==> src/rtl/noc_pkg.sv <==
// Shared NoC definitions: flit width and the idle (null) flit encoding.
package noc_pkg;
    localparam int              FLIT_W    = 20;
    localparam logic [FLIT_W-1:0] NULL_FLIT = '0;
endpackage

==> src/rtl/flit_fifo.sv <==
// Synchronous flit FIFO with registered occupancy; storage is not reset.
module flit_fifo
    import noc_pkg::*;
#(
    parameter  int DEPTH = 8,
    localparam int AW    = $clog2(DEPTH)
) (
    input  logic              clk,
    input  logic              rst,
    input  logic              push,
    input  logic              pop,
    input  logic [FLIT_W-1:0] wdata,
    output logic [FLIT_W-1:0] rdata,
    output logic              full,
    output logic              empty,
    output logic [AW:0]       count
);
    logic [FLIT_W-1:0] r_mem [DEPTH];
    logic [AW-1:0]     r_wptr;
    logic [AW-1:0]     r_rptr;
    logic [AW:0]       r_count;

    // Pointers are exactly AW bits, so wrap modulo DEPTH comes for free.
    always_ff @(posedge clk or negedge rst) begin
        if (!rst) begin
            r_wptr  <= '0;
            r_rptr  <= '0;
            r_count <= '0;
        end else begin
            if (push) r_wptr <= r_wptr + 1'b1;
            if (pop)  r_rptr <= r_rptr + 1'b1;
            if (push && !pop)      r_count <= r_count + 1'b1;
            else if (pop && !push) r_count <= r_count - 1'b1;
        end
    end

    always_ff @(posedge clk) begin
        if (push) r_mem[r_wptr] <= wdata;
    end

    assign rdata = r_mem[r_rptr];
    assign count = r_count;
    assign full  = (r_count == (AW+1)'(DEPTH));
    assign empty = (r_count == '0);
endmodule

==> src/rtl/ni_inject_buf.sv <==
// Network-interface injection buffer: null filter, overflow drop counter,
// credit-gated drain of a flit FIFO into a registered router port.
module ni_inject_buf
    import noc_pkg::*;
#(
    parameter int FIFO_DEPTH = 8,
    parameter int CREDITS    = 4,
    parameter int DROP_NULL  = 1
) (
    input  logic              clk,
    input  logic              rst,
    input  logic [FLIT_W-1:0] in_data,
    input  logic              in_valid,
    input  logic              credit_in,
    output logic [FLIT_W-1:0] out_data,
    output logic              out_valid,
    output logic              fifo_full,
    output logic              fifo_empty,
    output logic [7:0]        drop_count,
    output logic              credit_err
);
    localparam int AW = $clog2(FIFO_DEPTH);
    localparam int CW = $clog2(CREDITS + 1);

    logic [CW-1:0]     r_credit;
    logic [7:0]        r_drop;
    logic              r_cerr;
    logic [FLIT_W-1:0] r_odata;
    logic              r_ovalid;

    logic [FLIT_W-1:0] w_rdata;
    logic [AW:0]       w_count;
    logic              w_full;
    logic              w_empty;
    logic              w_live;
    logic              w_pop;
    logic              w_push;
    logic              w_drop;

    assign w_live = in_valid && !((DROP_NULL != 0) && (in_data == NULL_FLIT));
    assign w_pop  = (w_count != '0) && (r_credit != '0);
    // A full FIFO still accepts a word when the head leaves in the same cycle.
    assign w_push = w_live && (!w_full || w_pop);
    assign w_drop = w_live && w_full && !w_pop;

    flit_fifo #(.DEPTH(FIFO_DEPTH)) u_fifo (
        .clk   (clk),
        .rst   (rst),
        .push  (w_push),
        .pop   (w_pop),
        .wdata (in_data),
        .rdata (w_rdata),
        .full  (w_full),
        .empty (w_empty),
        .count (w_count)
    );

    always_ff @(posedge clk or negedge rst) begin
        if (!rst) begin
            r_credit <= CW'(CREDITS);
            r_cerr   <= 1'b0;
        end else if (w_pop && !credit_in) begin
            r_credit <= r_credit - 1'b1;
        end else if (!w_pop && credit_in) begin
            // A credit beyond the maximum is a protocol error, never counted.
            if (r_credit == CW'(CREDITS)) r_cerr   <= 1'b1;
            else                          r_credit <= r_credit + 1'b1;
        end
    end

    always_ff @(posedge clk or negedge rst) begin
        if (!rst) begin
            r_drop   <= '0;
            r_odata  <= NULL_FLIT;
            r_ovalid <= 1'b0;
        end else begin
            if (w_drop && (r_drop != 8'hFF)) r_drop <= r_drop + 1'b1;
            r_ovalid <= w_pop;
            if (w_pop) r_odata <= w_rdata;
        end
    end

    assign out_data   = r_odata;
    assign out_valid  = r_ovalid;
    assign fifo_full  = w_full;
    assign fifo_empty = w_empty;
    assign drop_count = r_drop;
    assign credit_err = r_cerr;
endmodule

==> config.mk <==
export PLATFORM = sky130hd
export DESIGN_NAME = ni_inject_buf
export DESIGN_NICKNAME = d
export VERILOG_FILES = /design/src/rtl/noc_pkg.sv /design/src/rtl/flit_fifo.sv /design/src/rtl/ni_inject_buf.sv
export SDC_FILE = /design/constraint.sdc
export NUM_CORES = 1
export LEC_CHECK = 0
export CAP_MARGIN = 40
export CORE_UTILIZATION = 40
export CTS_CLUSTER_DIAMETER = 30
export DETAILED_ROUTE_END_ITERATION = 12
export PLACE_DENSITY = 0.69
export SYNTH_ARGS = -nofsm -noshare
export SYNTH_HDL_FRONTEND = slang
export SYNTH_SLANG_ARGS = --single-unit
==> constraint.sdc <==
create_clock -name clk -period 8.08 [get_ports clk]
set_input_delay 1.616 -clock clk [delete_from_list [all_inputs] [get_ports clk]]
set_output_delay 1.616 -clock clk [all_outputs]
set_load 0.1 [all_outputs]
==> impl_metrics.ini <==
[die]
die_width_um = 144.1
core.rowCount = 51
dieArea_um2 = 20760
start_util_pct = 41.09
pin_count = 56
die_h_um = 144.1
coreArea_um2 = 19650

[placed_design]
io_buffers = 55
hpwl_um = 9628
dpl_worst_slack_ns = 3.196
placed_cells = 771
place_congestion = 0.7920

[cts]
post_cts_buffers = 0
clk_latency_ns = 0.50
cts.repair.resized = 0
cts_buffers = 35
cts_sinks = 203
h-tree-depth = 2
clock_tree.root_cell = clkbuf_16
clockBufferDepth = 3
tritoncts = done
hold_buffers = 0
path_clk_slew_ns = 0.05

[power_and_ir_drop]
power_frac_comb_pct = 36.7
power_leakage_nw = 3.804
p_per_area_nw_per_um2 = 433.8
p_int_mw = 2.962
p_sw_share_pct = 35.58
ir_worst_vdd_mv = 0.1986
pwr-share-clk_pct = 29.9
netSwitchingPower_mw = 1.636
total_power_mw = 4.598
seqPwrFrac_pct = 33.4

[grt]
grt_max_degree = 47
antenna_found_initial = 0
grt_pass1_wl_um = 26080
grt_overflow = 0
grt_pass1_vias = 4597
track_usage_pct = 17.27

[job]
maxCapViolCount = 0

[timing]
slew-limit-headroom_pct = 44.51
finalCriticalPeriod_ns = 4.329
worst_slack_ns = 3.751
setup_viol = 0
min_period_over_period_pct = 53.58
fin_skew_ns = 0.02702
max_freq_mhz = 231.0
rsz0062_at_grt = false
final_max_slew_viol_count = 0
hold_viol_final = 0
worstMarginPinSlew_ns = 0.8323
setup_tns_ns = 0

[critical_path]
critPathRequiredTime_ns = 8.44
cp-endpoint = u_fifo.count[3]
end_kind = flip-flop
reg2reg_depth = 12
crit_fanout = 10
critPathLaunchType = primary input
worst_r2r_startpoint = r_credit[2]
r2r_setup_slack_ns = 5.21
critPathArrivalTime_ns = 4.69
startpoint = in_data[6]
r2r_end = u_fifo.count[3]
crit_type = primary input to flip-flop

[worst_hold_path]
hp-class = flip-flop to flip-flop

[routing]
avgRoutedWirePerCell_um = 19.95
vias_per_cell = 5.233
antenna_left = 0
wirelength_um = 16600
num_vias = 4354
initialDrtViolationCount = 224
drcViolationCount = 0
dr.pass1.iters = 4

[cells_and_area]
nNetsFinal = 577
drive_above_1_share_pct = 29.28
diodes = 0
n_fill_cell = 1584
syn2layout_area_growth_pct = 31.27
fin_util_pct = 53.93
layout.cells.non_filler = 832

[synth]
synth_fp_nets = 460
syn_inst = 426
synth_area_um2 = 8075
yosys_warnings = 0
synth-seq-cells = 203
synth_seq_area_share_pct = 72.84
syn_avg_cell_area_um2 = 18.96
yosys.cell_types.count = 44
async_flop_share_pct = 21.18
synth_edf_count = 160
ys.flop_type = edfxtp_1

[status]
status = completed
cell usage after synthesis, types with 4 or more instances:
cell / instances / share of area [%]
a21oi_1: 24 / 1.5
buf_2: 6 / 0.37
nor4_1: 4 / 0.31
nor3_1: 4 / 0.25
buf_4: 4 / 0.37
ha_1: 8 / 1.2
inv_1: 8 / 0.37
nand2_1: 6 / 0.28
nand3_1: 4 / 0.25
clkbuf_1: 5 / 0.23
mux2i_1: 20 / 2.5
nor2_1: 27 / 1.3
buf_1: 6 / 0.28
nand4_1: 6 / 0.46
edfxtp_1: 160 / 59
xnor2_1: 11 / 1.2
mux4_2: 40 / 11
dfrtp_1: 42 / 13
how the worst min path moves through the flow:
stage                     cells after the start            start  slack [ns]         endpoint
final                                         1       credit_err        0.48       credit_err
after detailed placement                      1       credit_err        0.48       credit_err
after global placement                        1       credit_err        0.45       credit_err
after floorplan                               1  u_fifo.count[3]        0.48  u_fifo.count[3]
after global routing                          1       credit_err        0.50       credit_err
after CTS                                     1       credit_err        0.49       credit_err
sequential cells by signal, indices dropped and copies added, names as in the netlist:
name           cells
u_fifo.r_mem     160
out_data          20
drop_count         8
u_fifo.count       4
r_credit           3
u_fifo.r_rptr      3
u_fifo.r_wptr      3
credit_err         1
out_valid          1
power by group through the flow:
stage	Sequential (mW)	Clock [mW]	Combinational, mW
2_1_floorplan	1.89	0	0.765
3_3_place_gp	1.54	0	1.46
3_5_place_dp	1.56	0	1.71
4_1_cts	1.54	1.40	1.71
5_1_grt	1.56	1.45	1.80
6_report	1.54	1.37	1.69
cells by family after synthesis:
logic type,synth area share [%]
DFF,72.84
and+or+nand+nor,5.795
muxes,14.29
AOI/OAI and AO/OA,2.154
buffers and inverters,1.673
xor gates and xnor gates,1.518
adders and majority gates,1.735
per-layer routing:
| layer | vias to the layer above | GRT usage, % | wire length, µm |
|---|---|---|---|
| met3 | 25 | 3.940 | 911 |
| met5 | - | 0 | 0 |
| met2 | 123 | 28.68 | 8493 |
| met4 | 0 | 6.439 | 320 |
| li1 | 1930 | - | - |
| met1 | 2276 | 22.14 | 6875 |
worst max-delay path: stages:
cell	delay, ns
clkdlybuf4s50_1	0.56
nor4_1	0.42
and3_1	0.30
nand3_4	0.17
nand3_4	0.23
inv_2	0.07
ha_1	0.22
inv_1	0.12
ha_1	0.25
a21o_1	0.17
a21oi_1	0.17
xnor2_1	0.14
nor2_1	0.08
xor2_1	0.14
through the flow:
stage	area (µm²)	hold slack (ns)
floorplan	8075	0.4827
global placement	8992	0.4547
detailed placement	9493	0.4793
CTS	10600	0.4894
global route	10600	0.5046
finish	10600	0.4810
layout by cell type, fill, tap and decap left out, types with 4 or more instances in the layout:
cell / n
xnor2_1: 11
dfrtp_1: 41
ha_1: 8
edfxtp_1: 160
nor4_2: 4
clkdlybuf4s50_1: 54
inv_1: 8
nand4_1: 6
mux4_2: 40
clkinvlp_4: 4
nand3_1: 4
nor2_1: 26
a21oi_1: 24
nand2_1: 6
buf_4: 14
clkinv_4: 4
buf_8: 31
mux2i_1: 20
clkinv_2: 4
clkbuf_1: 5
clkbuf_16: 35
layout make-up:
type | instances | area, µm² | area share, %
Clock inverter | 21 | 212.7 | 2.007
Sequential cell | 203 | 5883 | 55.50
Clock buffer | 40 | 894.6 | 8.440
Multi-Input combinational cell | 193 | 2101 | 19.82
Timing Repair Buffer | 101 | 1144 | 10.79
Tap cell | 265 | 331.6 | 3.128
Inverter | 9 | 33.78 | 0.3187
Note: power is estimated with default switching activity, not from simulation.
